--- config.mk ---
export PLATFORM = sky130hd
export DESIGN_NAME = rotate_tile_sequencer_flat
export DESIGN_NICKNAME = d
export VERILOG_FILES = /design/src/rtl/rotate_tile_sequencer_if.sv /design/src/rtl/rotate_tile_sequencer.sv /design/src/flat_wrapper.sv
export SDC_FILE = /design/constraint.sdc
export NUM_CORES = 2
export LEC_CHECK = 0
export CAP_MARGIN = 15
export CORE_AREA = 2 2 266 268
export CTS_CLUSTER_DIAMETER = 50
export DETAILED_ROUTE_END_ITERATION = 10
export DIE_AREA = 0 0 268 270
export GPL_TIMING_DRIVEN = 0
export PLACE_DENSITY = 0.66
export SYNTH_ARGS = -nofsm -noshare
export SYNTH_HDL_FRONTEND = slang
export SYNTH_SLANG_ARGS = --single-unit
--- constraint.sdc ---
create_clock -name I_TS_HCLK -period 11 [get_ports I_TS_HCLK]
set_clock_uncertainty 0.1 [all_clocks]
set_input_delay 1.65 -clock I_TS_HCLK [delete_from_list [all_inputs] [get_ports I_TS_HCLK]]
set_output_delay 1.65 -clock I_TS_HCLK [all_outputs]
set_load 0.02 [all_outputs]
--- src/rtl/rotate_tile_sequencer_if.sv ---
// Handshake and configuration bundle between the rotation tile sequencer and its DMA/core/host side.
// master = sequencer (issues tile requests), slave = environment (config, acks, completions).
interface rotate_tile_sequencer_if #(
  parameter int P_ADDR_W = 32
);
  logic                I_TS_RESET;
  logic                I_TS_START;
  logic [15:0]         I_TS_WIDTH;
  logic [15:0]         I_TS_HEIGHT;
  logic [1:0]          I_TS_DEGREES;
  logic                I_TS_DIRECTION;
  logic [P_ADDR_W-1:0] I_TS_SRC_BASE;
  logic [P_ADDR_W-1:0] I_TS_DST_BASE;
  logic                O_TS_RD_REQ;
  logic                O_TS_WR_REQ;
  logic [P_ADDR_W-1:0] O_TS_ADDR;
  logic [15:0]         O_TS_STRIDE;
  logic                I_TS_ACK;
  logic                I_TS_XFER_DONE;
  logic                O_TS_CORE_GO;
  logic                I_TS_CORE_DONE;
  logic                O_TS_BUSY;
  logic                O_TS_DONE;
  logic                O_TS_ERR;

  modport master (
    input  I_TS_RESET, I_TS_START, I_TS_WIDTH, I_TS_HEIGHT, I_TS_DEGREES, I_TS_DIRECTION,
           I_TS_SRC_BASE, I_TS_DST_BASE, I_TS_ACK, I_TS_XFER_DONE, I_TS_CORE_DONE,
    output O_TS_RD_REQ, O_TS_WR_REQ, O_TS_ADDR, O_TS_STRIDE, O_TS_CORE_GO,
           O_TS_BUSY, O_TS_DONE, O_TS_ERR
  );

  modport slave (
    output I_TS_RESET, I_TS_START, I_TS_WIDTH, I_TS_HEIGHT, I_TS_DEGREES, I_TS_DIRECTION,
           I_TS_SRC_BASE, I_TS_DST_BASE, I_TS_ACK, I_TS_XFER_DONE, I_TS_CORE_DONE,
    input  O_TS_RD_REQ, O_TS_WR_REQ, O_TS_ADDR, O_TS_STRIDE, O_TS_CORE_GO,
           O_TS_BUSY, O_TS_DONE, O_TS_ERR
  );
endinterface

--- src/rtl/rotate_tile_sequencer.sv ---
// Frame scheduler: walks source tiles row-major, per tile DMA read -> core pass -> DMA write to rotated slot.
// First read request 1 cycle after START; requests hold until ACK, waits stall indefinitely on DMA/core.
module rotate_tile_sequencer #(
  parameter int P_TILE_DIM = 8,
  parameter int P_BPP      = 3,
  parameter int P_ADDR_W   = 32
) (
  input  logic I_TS_HCLK,
  input  logic I_TS_HRESET_N,
  rotate_tile_sequencer_if.master ts
);
  localparam int                 LG        = $clog2(P_TILE_DIM);
  localparam int                 CW        = 16 - LG;
  localparam logic [15:0]        DIM_MASK  = 16'(P_TILE_DIM - 1);
  localparam logic [CW-1:0]      ONE       = CW'(1);
  localparam logic [P_ADDR_W-1:0] TILE_ROW = P_ADDR_W'(P_TILE_DIM * P_BPP);

  typedef enum logic [3:0] {
    S_IDLE, S_RD_REQ, S_RD_WAIT, S_CORE_GO, S_CORE_WAIT,
    S_WR_REQ, S_WR_WAIT, S_NEXT, S_FIN
  } state_t;

  state_t              r_state;
  logic [CW-1:0]       r_tx, r_ty, r_tx_n, r_ty_n;
  logic [1:0]          r_q;
  logic [P_ADDR_W-1:0] r_ss;
  logic [15:0]         r_sd;
  logic [P_ADDR_W-1:0] r_src_base, r_dst_base;
  logic                r_rd_req, r_wr_req, r_core_go, r_busy, r_done, r_err;
  logic [P_ADDR_W-1:0] r_addr;
  logic [15:0]         r_stride;

  logic                w_cfg_ok;
  logic [1:0]          w_q_in;
  logic [15:0]         w_sd_dim, w_sd_in;
  logic [P_ADDR_W-1:0] w_ss_in;
  logic [CW-1:0]       w_tx_n_in, w_ty_n_in;
  logic                w_row_end, w_last;
  logic [CW-1:0]       w_nx_tx, w_nx_ty, w_dx, w_dy;
  logic [P_ADDR_W-1:0] w_nx_src, w_dst_addr;

  // Config decode straight from the inputs, consumed only in the START cycle.
  assign w_cfg_ok  = (ts.I_TS_WIDTH != 16'd0) && ((ts.I_TS_WIDTH & DIM_MASK) == 16'd0) &&
                     (ts.I_TS_HEIGHT != 16'd0) && ((ts.I_TS_HEIGHT & DIM_MASK) == 16'd0);
  assign w_q_in    = ts.I_TS_DIRECTION ? 2'(2'd0 - ts.I_TS_DEGREES) : ts.I_TS_DEGREES;
  assign w_sd_dim  = w_q_in[0] ? ts.I_TS_HEIGHT : ts.I_TS_WIDTH;
  assign w_sd_in   = w_sd_dim * 16'(P_BPP);
  assign w_ss_in   = P_ADDR_W'(ts.I_TS_WIDTH) * P_ADDR_W'(P_BPP);
  assign w_tx_n_in = ts.I_TS_WIDTH[15:LG];
  assign w_ty_n_in = ts.I_TS_HEIGHT[15:LG];

  assign w_row_end = (r_tx == r_tx_n - ONE);
  assign w_last    = w_row_end && (r_ty == r_ty_n - ONE);
  assign w_nx_tx   = w_row_end ? '0 : r_tx + ONE;
  assign w_nx_ty   = w_row_end ? r_ty + ONE : r_ty;
  assign w_nx_src  = r_src_base + ((P_ADDR_W'(w_nx_ty) * r_ss) << LG) + P_ADDR_W'(w_nx_tx) * TILE_ROW;

  // Destination tile for q clockwise quarter-turns of the current source tile.
  always_comb begin
    w_dx = r_tx;
    w_dy = r_ty;
    case (r_q)
      2'd1: begin
        w_dx = r_ty_n - ONE - r_ty;
        w_dy = r_tx;
      end
      2'd2: begin
        w_dx = r_tx_n - ONE - r_tx;
        w_dy = r_ty_n - ONE - r_ty;
      end
      2'd3: begin
        w_dx = r_ty;
        w_dy = r_tx_n - ONE - r_tx;
      end
      default: ;
    endcase
  end

  assign w_dst_addr = r_dst_base + ((P_ADDR_W'(w_dy) * P_ADDR_W'(r_sd)) << LG) + P_ADDR_W'(w_dx) * TILE_ROW;

  always_ff @(posedge I_TS_HCLK or negedge I_TS_HRESET_N) begin
    if (!I_TS_HRESET_N) begin
      r_state    <= S_IDLE;
      r_tx       <= '0;
      r_ty       <= '0;
      r_tx_n     <= '0;
      r_ty_n     <= '0;
      r_q        <= '0;
      r_ss       <= '0;
      r_sd       <= '0;
      r_src_base <= '0;
      r_dst_base <= '0;
      r_rd_req   <= 1'b0;
      r_wr_req   <= 1'b0;
      r_addr     <= '0;
      r_stride   <= '0;
      r_core_go  <= 1'b0;
      r_busy     <= 1'b0;
      r_done     <= 1'b0;
      r_err      <= 1'b0;
    end else if (ts.I_TS_RESET) begin
      r_state    <= S_IDLE;
      r_tx       <= '0;
      r_ty       <= '0;
      r_tx_n     <= '0;
      r_ty_n     <= '0;
      r_q        <= '0;
      r_ss       <= '0;
      r_sd       <= '0;
      r_src_base <= '0;
      r_dst_base <= '0;
      r_rd_req   <= 1'b0;
      r_wr_req   <= 1'b0;
      r_addr     <= '0;
      r_stride   <= '0;
      r_core_go  <= 1'b0;
      r_busy     <= 1'b0;
      r_done     <= 1'b0;
      r_err      <= 1'b0;
    end else begin
      r_core_go <= 1'b0;
      r_done    <= 1'b0;
      r_err     <= 1'b0;
      case (r_state)
        S_IDLE: begin
          if (ts.I_TS_START) begin
            r_src_base <= ts.I_TS_SRC_BASE;
            r_dst_base <= ts.I_TS_DST_BASE;
            r_tx_n     <= w_tx_n_in;
            r_ty_n     <= w_ty_n_in;
            r_q        <= w_q_in;
            r_ss       <= w_ss_in;
            r_sd       <= w_sd_in;
            r_tx       <= '0;
            r_ty       <= '0;
            if (w_cfg_ok) begin
              // Tile (0,0) sits at the source base, so the first request needs no address math.
              r_busy   <= 1'b1;
              r_rd_req <= 1'b1;
              r_addr   <= ts.I_TS_SRC_BASE;
              r_stride <= w_ss_in[15:0];
              r_state  <= S_RD_REQ;
            end else begin
              r_err <= 1'b1;
            end
          end
        end
        S_RD_REQ: begin
          if (ts.I_TS_ACK) begin
            r_rd_req <= 1'b0;
            r_addr   <= '0;
            r_stride <= '0;
            if (ts.I_TS_XFER_DONE) begin
              r_core_go <= 1'b1;
              r_state   <= S_CORE_GO;
            end else begin
              r_state <= S_RD_WAIT;
            end
          end
        end
        S_RD_WAIT: begin
          if (ts.I_TS_XFER_DONE) begin
            r_core_go <= 1'b1;
            r_state   <= S_CORE_GO;
          end
        end
        S_CORE_GO: r_state <= S_CORE_WAIT;
        S_CORE_WAIT: begin
          if (ts.I_TS_CORE_DONE) begin
            r_wr_req <= 1'b1;
            r_addr   <= w_dst_addr;
            r_stride <= r_sd;
            r_state  <= S_WR_REQ;
          end
        end
        S_WR_REQ: begin
          if (ts.I_TS_ACK) begin
            r_wr_req <= 1'b0;
            r_addr   <= '0;
            r_stride <= '0;
            r_state  <= ts.I_TS_XFER_DONE ? S_NEXT : S_WR_WAIT;
          end
        end
        S_WR_WAIT: begin
          if (ts.I_TS_XFER_DONE) r_state <= S_NEXT;
        end
        S_NEXT: begin
          if (w_last) begin
            r_done  <= 1'b1;
            r_busy  <= 1'b0;
            r_state <= S_FIN;
          end else begin
            r_tx     <= w_nx_tx;
            r_ty     <= w_nx_ty;
            r_rd_req <= 1'b1;
            r_addr   <= w_nx_src;
            r_stride <= r_ss[15:0];
            r_state  <= S_RD_REQ;
          end
        end
        S_FIN:   r_state <= S_IDLE;
        default: r_state <= S_IDLE;
      endcase
    end
  end

  assign ts.O_TS_RD_REQ  = r_rd_req;
  assign ts.O_TS_WR_REQ  = r_wr_req;
  assign ts.O_TS_ADDR    = r_addr;
  assign ts.O_TS_STRIDE  = r_stride;
  assign ts.O_TS_CORE_GO = r_core_go;
  assign ts.O_TS_BUSY    = r_busy;
  assign ts.O_TS_DONE    = r_done;
  assign ts.O_TS_ERR     = r_err;
endmodule

--- src/flat_wrapper.sv ---
// flat-port wrapper written by rule: the top's interface ports become plain ports
module rotate_tile_sequencer_flat 
#(
  parameter int P_TILE_DIM = 8,
  parameter int P_BPP      = 3,
  parameter int P_ADDR_W   = 32
)
  (I_TS_HCLK, I_TS_HRESET_N, ts_I_TS_RESET, ts_I_TS_START, ts_I_TS_WIDTH, ts_I_TS_HEIGHT, ts_I_TS_DEGREES, ts_I_TS_DIRECTION, ts_I_TS_SRC_BASE, ts_I_TS_DST_BASE, ts_I_TS_ACK, ts_I_TS_XFER_DONE, ts_I_TS_CORE_DONE, ts_O_TS_RD_REQ, ts_O_TS_WR_REQ, ts_O_TS_ADDR, ts_O_TS_STRIDE, ts_O_TS_CORE_GO, ts_O_TS_BUSY, ts_O_TS_DONE, ts_O_TS_ERR);
  rotate_tile_sequencer_if #(.P_ADDR_W(P_ADDR_W)) ts_i ();
  input  logic I_TS_HCLK;
  input  logic I_TS_HRESET_N;
  input wire logic [$bits(ts_i.I_TS_RESET)-1:0] ts_I_TS_RESET;
  input wire logic [$bits(ts_i.I_TS_START)-1:0] ts_I_TS_START;
  input wire logic [$bits(ts_i.I_TS_WIDTH)-1:0] ts_I_TS_WIDTH;
  input wire logic [$bits(ts_i.I_TS_HEIGHT)-1:0] ts_I_TS_HEIGHT;
  input wire logic [$bits(ts_i.I_TS_DEGREES)-1:0] ts_I_TS_DEGREES;
  input wire logic [$bits(ts_i.I_TS_DIRECTION)-1:0] ts_I_TS_DIRECTION;
  input wire logic [$bits(ts_i.I_TS_SRC_BASE)-1:0] ts_I_TS_SRC_BASE;
  input wire logic [$bits(ts_i.I_TS_DST_BASE)-1:0] ts_I_TS_DST_BASE;
  input wire logic [$bits(ts_i.I_TS_ACK)-1:0] ts_I_TS_ACK;
  input wire logic [$bits(ts_i.I_TS_XFER_DONE)-1:0] ts_I_TS_XFER_DONE;
  input wire logic [$bits(ts_i.I_TS_CORE_DONE)-1:0] ts_I_TS_CORE_DONE;
  output wire logic [$bits(ts_i.O_TS_RD_REQ)-1:0] ts_O_TS_RD_REQ;
  output wire logic [$bits(ts_i.O_TS_WR_REQ)-1:0] ts_O_TS_WR_REQ;
  output wire logic [$bits(ts_i.O_TS_ADDR)-1:0] ts_O_TS_ADDR;
  output wire logic [$bits(ts_i.O_TS_STRIDE)-1:0] ts_O_TS_STRIDE;
  output wire logic [$bits(ts_i.O_TS_CORE_GO)-1:0] ts_O_TS_CORE_GO;
  output wire logic [$bits(ts_i.O_TS_BUSY)-1:0] ts_O_TS_BUSY;
  output wire logic [$bits(ts_i.O_TS_DONE)-1:0] ts_O_TS_DONE;
  output wire logic [$bits(ts_i.O_TS_ERR)-1:0] ts_O_TS_ERR;
  assign ts_i.I_TS_RESET = ts_I_TS_RESET;
  assign ts_i.I_TS_START = ts_I_TS_START;
  assign ts_i.I_TS_WIDTH = ts_I_TS_WIDTH;
  assign ts_i.I_TS_HEIGHT = ts_I_TS_HEIGHT;
  assign ts_i.I_TS_DEGREES = ts_I_TS_DEGREES;
  assign ts_i.I_TS_DIRECTION = ts_I_TS_DIRECTION;
  assign ts_i.I_TS_SRC_BASE = ts_I_TS_SRC_BASE;
  assign ts_i.I_TS_DST_BASE = ts_I_TS_DST_BASE;
  assign ts_i.I_TS_ACK = ts_I_TS_ACK;
  assign ts_i.I_TS_XFER_DONE = ts_I_TS_XFER_DONE;
  assign ts_i.I_TS_CORE_DONE = ts_I_TS_CORE_DONE;
  assign ts_O_TS_RD_REQ = ts_i.O_TS_RD_REQ;
  assign ts_O_TS_WR_REQ = ts_i.O_TS_WR_REQ;
  assign ts_O_TS_ADDR = ts_i.O_TS_ADDR;
  assign ts_O_TS_STRIDE = ts_i.O_TS_STRIDE;
  assign ts_O_TS_CORE_GO = ts_i.O_TS_CORE_GO;
  assign ts_O_TS_BUSY = ts_i.O_TS_BUSY;
  assign ts_O_TS_DONE = ts_i.O_TS_DONE;
  assign ts_O_TS_ERR = ts_i.O_TS_ERR;
  rotate_tile_sequencer #(.P_TILE_DIM(P_TILE_DIM), .P_BPP(P_BPP), .P_ADDR_W(P_ADDR_W)) u_core (.I_TS_HCLK(I_TS_HCLK), .I_TS_HRESET_N(I_TS_HRESET_N), .ts(ts_i));
endmodule
==> qor.yml <==
synthesis:
  async_flop_share: 1.00
  synth_top_area_share: 0.237
  ys_types: 76
  synth_cells: 3655
  synth_area_um2: 31000
  synth_edf_count: 0
  yosys_warnings: 0
  syn_nets: 4442
  ys_seq_area_frac: 0.169
  synth_area_leader_cell: "fa_1"
  synth_flop_cell: "dfrtp_1"
  synth-seq-cells: 210
  synth_area_leaders: "fa_1 (24%), dfrtp_1 (17%), ha_1 (13%)"
  syn_avg_cell_area_um2: 8.49
flow_run:
  cap_violations: 0
global_routing:
  use_met3: 0.0585
  grt_pass1_wl_um: 163000
  grt_max_degree: 110
  grt_busiest_layer: "met2"
  track_usage: 0.299
  grtUsageMet2: 0.439
  use_met1: 0.423
  grt_pass1_vias: 27200
  grt_overflow: 0
  antenna_found_initial: 2
sta:
  max_slew_margin: 0.189
  fmax_ghz: 0.0928
  hold_violations: 0
  final_max_slew_viol_count: 0
  setup-tns-final_ns: 0
  finalCriticalPeriod_ns: 10.77
  worstMarginPinSlew_ns: 1.22
  setup-violations-final: 0
  holdWs_ns: 0.386
  fin_crit_sh: 0.980
critical_path:
  cp_top_family: "adder cells"
  start_kind: "flop"
  max_stage_delay_ns: 0.54
  crit_path_end_kind: "flop"
  critPathSlowestCell: "fa_1"
  startpoint: "u_core.r_tx_n[5]"
  r2r_start: "u_core.r_tx_n[5]"
  reg2reg_depth: 41
  critPathCapture: "u_core.ts.O_TS_ADDR[31]"
  cp.required_ns: 11.34
  worstPathArrival_ns: 11.12
  path_max_fanout: 10
  r2r_slack_ns: 0.23
  worst-path-buf-inv: 7
  crit_cells: 41
  crit_type: "reg -> reg"
  timing.rr.end: "u_core.ts.O_TS_ADDR[31]"
  crit_top_cell: "fa_1"
power:
  p_per_area_nw_per_um2: 158
  vdd_drop_max_mv: 0.150
  p_leak_nw: 17.0
  power.total_mw: 5.74
floorplan:
  io_pins: 160
  coreArea_um2: 69500
  die_x_um: 268
  rows: 97
  dieArea_um2: 72400
  fp.dieH_um: 270
  start_util: 0.446
drt:
  firstDrtPassIters: 6
  viasPerCell: 5.70
  wl_per_cell_um: 22.1
  finalWirelength_um: 108000
  drc: 0
  final_antenna_net_count: 0
  drt_iter0_markers: 2915
  via_count: 27800
place:
  dpl.hpwl_um: 86600
  place.gp.congestion: 0.994
  io_buffers: 158
  dpl_cell_area_um2: 33900
cts:
  cts_tree: "done"
  cts_made_buffers: 40
  hold_buffers: 0
  numClockSinks: 210
  clk_pin_slew_ns: 0.07
  insertion_delay_ns: 0.60
  cts_max_level: 2
  ctsLongestPathBuffers: 3
  cts-root-buf: "clkbuf_16"
cells_and_area:
  layout-drive-gt1-share: 0.0663
  fin_util: 0.524
  fillers: 6527
  final_nets: 4690
  layout_commonest_cell: "nand2_1"
  mostFrequentLayoutCells: "nand2_1 (665), inv_1 (464), fa_1 (367)"
  final_area_um2: 36400
  area_growth_pct: 17.4
min_path:
  hold_path.class: "reg -> reg"
outcome:
  status: "finished clean"
==> worst min-delay path, stage by stage (launching register included) <==
cell and delay, ns:
dfrtp_1 0.34, nand2_1 0.05, o31ai_1 0.06
==> cells in the mapped netlist (all sizes together), types with 29 or more instances <==
cell      n
inv     465
nor2    144
xnor2   141
nor2b    96
and2     94
nand3    31
o31ai    39
o21ai   134
dfrtp   210
nand2   668
nand2b   50
fa      367
ha      314
clkbuf  140
a222oi   29
a21oi   256
xor2     59
a21o     56
nor3     53
==> power by group <==
group / switching, mW / internal [mW] / total (mW)
Combinational: 2.16 / 1.19 / 3.35
Sequential: 0.172 / 0.900 / 1.07
Clock: 0.523 / 0.798 / 1.32
==> timing repair <==
action,CTS,global route
setup buffers,10,36
pin swaps,9,44
resized for setup,57,119
setup endpoints to repair,14,15
==> flip-flops by register name, summed over array words and instances, names as in the netlist, 16 cells and up <==
register	cells
u_core.r_ss	18
u_core.r_dst_base	32
u_core.ts.O_TS_STRIDE	16
u_core.r_sd	16
u_core.ts.O_TS_ADDR	32
u_core.r_src_base	32
==> area by class of cell <==
type,instances,area [um^2],area share
Clock buffer,47,1080,0.0296
Inverter,465,1750,0.0479
Multi-Input combinational cell,2818,24100,0.662
Timing Repair Buffer,210,2050,0.0562
Buffer,158,672,0.0184
Clock inverter,26,324,0.00890
Tap cell,940,1180,0.0323
Antenna cell,1,2.50,0.0000687
Sequential cell,210,5260,0.144
==> cell families (layout without fill, tap and decap cells) <==
family                     Yosys count  in the layout  synth area share
other                                0              1                 0
and+or+nand+nor                   1219           1219             0.179
adders and majority gates          681            681             0.363
muxes                               28             28            0.0123
buffers and inverters              627            906            0.0763
xor gates and xnor gates           201            201            0.0584
AOI/OAI and AO/OA                  689            689             0.141
DFF                                210            210             0.169
==> how the worst min path moves through the flow <==
stage                            startpoint                      end  slack [ns]  depth (start not counted)
floorplan                    u_core.r_tx[4]           u_core.r_tx[4]        0.39                          1
global placement    u_core.ts.O_TS_ADDR[20]  u_core.ts.O_TS_ADDR[20]        0.37                          2
detailed placement   u_core.ts.O_TS_ADDR[1]   u_core.ts.O_TS_ADDR[1]        0.37                          2
CTS                 u_core.ts.O_TS_ADDR[10]  u_core.ts.O_TS_ADDR[10]        0.39                          2
global route        u_core.ts.O_TS_ADDR[14]  u_core.ts.O_TS_ADDR[14]        0.40                          2
finish              u_core.ts.O_TS_ADDR[14]  u_core.ts.O_TS_ADDR[14]        0.39                          2
==> metrics by stage <==
step	setup WS, ns	std cells
floorplan	0.949	3655
global placement	-1.61	4753
detailed placement	-1.48	4759
CTS	-0.00944	4840
global route	-0.0869	4874
finish	0.225	4875
==> routing by layer <==
layer	vias up	part of all wire
met2	1336	0.43
met5	-	0.00015
met1	13700	0.41
li1	12500	-
met4	2	0.053
met3	224	0.11
No activity file was read; power rests on OpenSTA's default activity.
